==> config.mk <==
export PLATFORM = sky130hd
export DESIGN_NAME = serial_negator
export DESIGN_NICKNAME = d
export VERILOG_FILES = /design/src/rtl/serial_neg_pkg.sv /design/src/rtl/neg_bit_cell.sv /design/src/rtl/serial_negator.sv
export SDC_FILE = /design/constraint.sdc
export NUM_CORES = 1
export LEC_CHECK = 0
export ABC_AREA = 1
export BUFFER_PORTS_ARGS = -buffer_cell sky130_fd_sc_hd__buf_2
export CAP_MARGIN = 30
export CELL_PAD_IN_SITES_DETAIL_PLACEMENT = 1
export CELL_PAD_IN_SITES_GLOBAL_PLACEMENT = 1
export CORE_MARGIN = 10
export CORE_UTILIZATION = 39
export CTS_BUF_LIST = sky130_fd_sc_hd__clkbuf_2 sky130_fd_sc_hd__clkbuf_4 sky130_fd_sc_hd__clkbuf_8
export DETAILED_ROUTE_END_ITERATION = 16
export PLACE_DENSITY = 0.85
export SYNTH_ARGS = -nofsm -noshare
export SYNTH_HDL_FRONTEND = slang
export SYNTH_SLANG_ARGS = --single-unit
==> constraint.sdc <==
create_clock -name clk -period 1.3 [get_ports clk]
set_input_delay 0.065 -clock clk [delete_from_list [all_inputs] [get_ports clk]]
set_output_delay 0.065 -clock clk [all_outputs]
set_load 0.1 [all_outputs]
==> src/rtl/serial_neg_pkg.sv <==
// Shared types and constants for the bit-serial two's-complement negator.
package serial_neg_pkg;

    typedef enum logic [1:0] {
        IDLE  = 2'd0,
        SHIFT = 2'd1,
        DONE  = 2'd2
    } state_t;

    localparam int DEFAULT_WIDTH = 4;

endpackage

==> src/rtl/neg_bit_cell.sv <==
// One bit of serial negation: copy bits up to and including the first 1, invert the rest.
module neg_bit_cell (
    input  logic b,
    input  logic seen_in,
    output logic r,
    output logic seen_out
);

    assign r        = b ^ seen_in;
    assign seen_out = seen_in | b;

endmodule

==> src/rtl/serial_negator.sv <==
// Bit-serial two's-complement negator, LSB first, one bit per clock.
// Define SERIAL_NEGATOR_OVF_EN to enable most-negative-operand detection on out_ovf.
module serial_negator
    import serial_neg_pkg::*;
#(
    parameter int WIDTH = DEFAULT_WIDTH
) (
    input  logic             clk,
    input  logic             rst_n,
    input  logic             in_valid,
    output logic             in_ready,
    input  logic [WIDTH-1:0] in_data,
    output logic             out_valid,
    input  logic             out_ready,
    output logic [WIDTH-1:0] out_data,
    output logic             out_ovf,
    output logic             busy
);

    localparam int CW = $clog2(WIDTH);
    localparam logic [CW-1:0] LAST_BIT = CW'(WIDTH - 1);

    // Handshakes: a transfer happens on a rising edge where valid and ready are both 1;
    // valid never depends on ready, and data is held stable while valid waits for ready.
    state_t           state;
    logic [WIDTH-1:0] sreg;
    logic [CW-1:0]    cnt;
    logic             seen;
    logic             r;
    logic             seen_nxt;

    neg_bit_cell u_cell (
        .b       (sreg[0]),
        .seen_in (seen),
        .r       (r),
        .seen_out(seen_nxt)
    );

    assign in_ready = (state == IDLE);
    assign busy     = (state != IDLE);

    always_ff @(posedge clk or negedge rst_n) begin
        if (!rst_n) begin
            state     <= IDLE;
            sreg      <= '0;
            cnt       <= '0;
            seen      <= 1'b0;
            out_valid <= 1'b0;
            out_data  <= '0;
        end else begin
            case (state)
                IDLE: begin
                    if (in_valid) begin
                        sreg  <= in_data;
                        seen  <= 1'b0;
                        cnt   <= '0;
                        state <= SHIFT;
                    end
                end
                SHIFT: begin
                    // Result bits enter at the MSB so the register holds the answer after WIDTH shifts.
                    sreg <= {r, sreg[WIDTH-1:1]};
                    seen <= seen_nxt;
                    cnt  <= cnt + 1'b1;
                    if (cnt == LAST_BIT) begin
                        state     <= DONE;
                        out_valid <= 1'b1;
                        out_data  <= {r, sreg[WIDTH-1:1]};
                    end
                end
                DONE: begin
                    if (out_ready) begin
                        state     <= IDLE;
                        out_valid <= 1'b0;
                    end
                end
                default: state <= IDLE;
            endcase
        end
    end

`ifdef SERIAL_NEGATOR_OVF_EN
    logic ovf_pend;
    logic ovf_q;

    always_ff @(posedge clk or negedge rst_n) begin
        if (!rst_n) begin
            ovf_pend <= 1'b0;
            ovf_q    <= 1'b0;
        end else begin
            if (state == IDLE && in_valid)
                ovf_pend <= (in_data == {1'b1, {(WIDTH-1){1'b0}}});
            if (state == SHIFT && cnt == LAST_BIT)
                ovf_q <= ovf_pend;
        end
    end

    assign out_ovf = ovf_q;
`else
    assign out_ovf = 1'b0;
`endif

endmodule

* After elaboration in Yosys (flattened, before gate mapping)
Index checks and enable logic that the tools add are counted.
** Word-level totals
- Flip-flop bits (word level) :: 14
- Output and inout bits :: 8
** Cells by class
- $add $sub $neg :: 1
- Equality and inequality tests :: 6
- Mux-type cells :: 13
- Bitwise logic cells :: 2
- Reductions and logical operators :: 8
** Operator list (number)
- 2-bit 2-to-1 mux :: 4
- 4-bit one-hot mux with 2 select lines :: 1
- 2-bit != test (second input constant) :: 3
- 2-bit one-hot mux with 3 select lines :: 1
- 3-bit AND reduction :: 2
- 2-bit nonzero test :: 3
- 2-bit equality test (second input constant) :: 2
- 4-bit 2-to-1 mux :: 1
- 1-bit one-hot mux with 2 select lines :: 2
- 2-bit one-hot mux with 2 select lines :: 1
- 2-bit AND reduction :: 2
- 1-bit 2-to-1 mux :: 3
- 2-bit by 1-bit adder with 2-bit output (second input constant) :: 1
- 2-bit by 1-bit equality test with 1-bit output (second input constant) :: 1
- 2-bit zero test :: 1
- 1-bit OR :: 1
- 1-bit XOR :: 1

* Longest topological paths before layout
- Word-level depth :: 3
- Mapped depth :: 6
- Gate-level depth less buffers :: 6

* Hierarchy
From an unflattened synthesis, not the netlist that was laid out.
** Unflattened totals
- Cell total of the unflattened synthesis :: 80
- Area, all modules :: 675.6 um^2
** Modules (own cells, without submodules)
- serial_negator :: instances 1, cells an instance 76, area each 651.9 um^2, seq. area each 350.3 um^2
- neg_bit_cell :: instances 1, cells an instance 4, area each 23.8 um^2, seq. area each 0.0 um^2

* Worst setup path after synthesis
No wires, ideal clock.
- Kind :: register -> output
- Start :: reg state[0]
- End :: out busy
- Arrival time :: 2.768 ns
- Required time :: 1.235 ns
- Slack :: -1.533 ns
- Cell stages (with the launch flop) :: 4
- Cell sequence :: dfrtp_1 buf_6 nor2_1 inv_1
** On the way
- Cells in the longest elaborated chain, start to end :: 1
** RTL lines
- start: declaration :: line serial_negator.sv:25 : state_t state;
- start signal: assignment :: line serial_negator.sv:44 : state <= IDLE;
- start signal: assignment :: line serial_negator.sv:57 : state <= SHIFT;
- start signal: assignment :: line serial_negator.sv:66 : state <= DONE;
- 2-bit nonzero test :: line serial_negator.sv:40 : assign busy = (state != IDLE);
- end: declaration :: line serial_negator.sv:17 : output logic busy
No other way between the ends.

* Worst setup path in the final report
Same ends and word-level chain as after synthesis.

==> metrics.txt <==
# TYPE chip_impl_metric gauge
chip_impl_info{name="run_status",value="finished clean"} 1
chip_impl_metric{name="fraction_of_layout_cells_with_a_size_suffix_above_1",unit=""} 0.276
chip_impl_metric{name="final_antenna_net_count",unit=""} 0
chip_impl_metric{name="track_usage",unit=""} 0.103
chip_impl_metric{name="finalNonFillerCells",unit=""} 114
chip_impl_metric{name="syn_area_per_cell",unit="um2"} 8.49
chip_impl_metric{name="worst-path-max-fanout",unit=""} 7
chip_impl_metric{name="syn-num-nets",unit=""} 88
chip_impl_metric{name="finalHoldWorstSlack",unit="ps"} 91.8
chip_impl_metric{name="setup_viol_count_final",unit=""} 0
chip_impl_metric{name="firstDrtPassIters",unit=""} 4
chip_impl_metric{name="worst_skew_pair.late_latency",unit="ps"} 280
chip_impl_metric{name="setup.reg_to_reg.worst_slack",unit="ps"} 150
chip_impl_metric{name="maxClockFrequency",unit="MHz"} 813
chip_impl_metric{name="cts.reportedPaths.clkPinSlew",unit="ps"} 80
chip_impl_metric{name="setup-tns-final",unit="ps"} 0
chip_impl_metric{name="final_core_utilization",unit=""} 0.537
chip_impl_metric{name="detailedPlacementHpwl",unit="um"} 1230
chip_impl_metric{name="synth_sequential_area_ratio",unit=""} 0.529
chip_impl_metric{name="core_area",unit="um2"} 1560
chip_impl_metric{name="wire_length_of_the_first_global_routing_pass",unit="um"} 2770
chip_impl_metric{name="detail_route.iter0.violations",unit=""} 3
chip_impl_metric{name="grt_overflow_total",unit=""} 0
chip_impl_metric{name="timing.reg2reg.worst_path_depth",unit=""} 5
chip_impl_info{name="hp-class",value="in2reg"} 1
chip_impl_metric{name="number_of_different_library_cells_in_the_post_synthesis_netlist",unit=""} 16
chip_impl_metric{name="final_wirelength",unit="um"} 1690
chip_impl_info{name="worstSetupStartpointType",value="flop"} 1
chip_impl_metric{name="cts-root-to-sink-buffers",unit=""} 2
chip_impl_metric{name="flip_flop_and_latch_count_after_synthesis",unit=""} 14
chip_impl_info{name="root_buffer_cell",value="clkbuf_4"} 1
chip_impl_metric{name="max_capacitance_violation_count",unit=""} 0
chip_impl_metric{name="cts_buffers",unit=""} 3
chip_impl_metric{name="core.rowCount",unit=""} 14
chip_impl_metric{name="antenna-diode-count",unit=""} 0
chip_impl_metric{name="timing.clock.skew",unit="ps"} 1.30
chip_impl_metric{name="grt_max_degree",unit=""} 15
chip_impl_info{name="classification_of_the_worst_setup_path",value="reg2out"} 1
chip_impl_metric{name="port_buffers",unit=""} 14
chip_impl_info{name="rr_startpoint",value="state[0]"} 1
chip_impl_metric{name="io-pin-count",unit=""} 16
chip_impl_metric{name="cp.arrival",unit="ps"} 1160
chip_impl_metric{name="first_global_vias",unit=""} 579
chip_impl_metric{name="vias",unit=""} 558
chip_impl_metric{name="number_of_antenna_violations_at_the_first_check_in_global_routing",unit=""} 0
chip_impl_metric{name="viasPerCell",unit=""} 4.89
chip_impl_metric{name="synthesis.yosys.warnings",unit=""} 0
chip_impl_metric{name="hold_viol",unit=""} 0
chip_impl_metric{name="die_width",unit="um"} 61.2
chip_impl_metric{name="detail_route.drc_violations",unit=""} 0
chip_impl_info{name="crit_start",value="state[0]"} 1
chip_impl_metric{name="initial_utilization",unit=""} 0.425
chip_impl_info{name="clock_tree_from_tritoncts",value="done"} 1
chip_impl_metric{name="place.gp.congestion",unit=""} 0.756
chip_impl_metric{name="routed_wire_length_per_instance",unit="um"} 14.8
chip_impl_metric{name="mappedNetlistArea",unit="um2"} 662
chip_impl_info{name="critPathCapture",value="busy"} 1
chip_impl_metric{name="numPlacedInstances",unit=""} 106
chip_impl_metric{name="design.final.nets",unit=""} 110
chip_impl_metric{name="min_period",unit="ps"} 1230
chip_impl_metric{name="dieHeight",unit="um"} 61.2
chip_impl_metric{name="design.die.area",unit="um2"} 3740
chip_impl_metric{name="cts_max_level",unit=""} 1
chip_impl_info{name="setup_repair_after_global_routing_missed_its_margin",value="false"} 1
chip_impl_metric{name="clock_sink_count",unit=""} 14
chip_impl_info{name="r2r-end",value="sreg[3]"} 1
chip_impl_metric{name="areaGrowthSynthToFinish",unit="%"} 26.5
chip_impl_metric{name="timing.final.max_slew_violations",unit=""} 0
chip_impl_info{name="end_kind",value="primary output"} 1
chip_impl_metric{name="final_min_period_over_clock_period",unit=""} 0.946
chip_impl_metric{name="syn_inst",unit=""} 78
chip_impl_metric{name="required",unit="ps"} 1240
## how the worst min path moves through the flow
| stage | slack [ps] | end | start | cells after the start |
|---|---|---|---|---|
| 3_3_place_gp | -20 | state[1] | rst_n | 1 |
| 3_5_place_dp | -20 | state[0] | rst_n | 1 |
| 5_1_grt | 120 | sreg[0] | in_data[0] | 5 |
| 2_1_floorplan | -230 | cnt[0] | rst_n | 0 |
| 6_report | 90 | sreg[0] | in_data[0] | 5 |
| 4_1_cts | 100 | sreg[0] | in_data[0] | 5 |
## cells in the mapped netlist
cell	n	area (um2)
o21ai_2	1	8.76
dfrtp_1	14	350
o21ai_1	6	30.0
ha_1	2	25.0
inv_2	1	3.75
nand2_1	28	105
inv_1	11	41.3
a21oi_1	1	5.00
buf_4	1	7.51
buf_6	1	11.3
nor2_1	2	7.51
nand2_2	2	12.5
o31ai_1	1	7.51
conb_1	1	3.75
nand3_1	5	25.0
nand3_4	1	17.5
## area by class of cell
class                      instances  area, um2
fill                             194        722
sequential                        14        352
multi-input combinational         50        255
timing repair buffer              19        143
inverter                          12       45.0
clock buffer                       3       22.5
tap                               16       20.0
## sequential cells by signal, indices dropped and copies added (netlist names)
signal,flops
seen,1
state,2
out_data,4
out_valid,1
cnt,2
sreg,4
## layout by cell type (no fill, tap or decap)
master and count:
nand2_2 2, o21ai_2 1, inv_2 1, inv_1 11
nor2_1 1, nand2_1 28, o31ai_1 1, clkbuf_4 3
buf_4 3, buf_2 12, buf_12 2, ha_1 2
o21ai_1 6, dfrtp_2 1, nand3_4 1, dfrtp_1 13
nor2_4 1, nand3_1 5, conb_1 1, dlygate4sd3_1 2
a21oi_1 1
## repair_timing
action,CTS,global route
endpoints found under the setup margin,2,1
gates cloned,0,0
hold buffers,2,0
buffers inserted,0,3
hold endpoints to repair,15,0
resized for setup,1,0
## logic make-up after synthesis
| logic type | Yosys count | synth area share |
|---|---|---|
| buffers and inverters | 14 | 0.0964 |
| AND/OR/NAND/NOR | 38 | 0.253 |
| flip-flops | 14 | 0.529 |
| other | 1 | 0.00567 |
| AO/OA/AOI/OAI | 9 | 0.0775 |
| adder cells (fa/ha/maj) | 2 | 0.0378 |
## stage by stage
| stage | worst slack, ps | area (um2) |
|---|---|---|
| 2_1_floorplan | -399 | 669 |
| 3_3_place_gp | 125 | 771 |
| 3_5_place_dp | 89.6 | 771 |
| 4_1_cts | 5.06 | 815 |
| 5_1_grt | 24.3 | 837 |
| 6_report | 70.1 | 837 |
## critical path: stages (launching register included)
cell	delay [ps]
dfrtp_2	480
nor2_4	150
inv_1	80
buf_12	160
## per-layer routing
layer,vias up,part of all wire,GRT usage
li1,278,-,-
met2,14,0.48,0.166
met5,-,0,0
met1,261,0.42,0.111
met3,5,0.064,0.0309
met4,0,0.030,0.0782
Power is not shown: default switching activity piles up to over one toggle a cycle in this logic, so the estimate is an artifact.
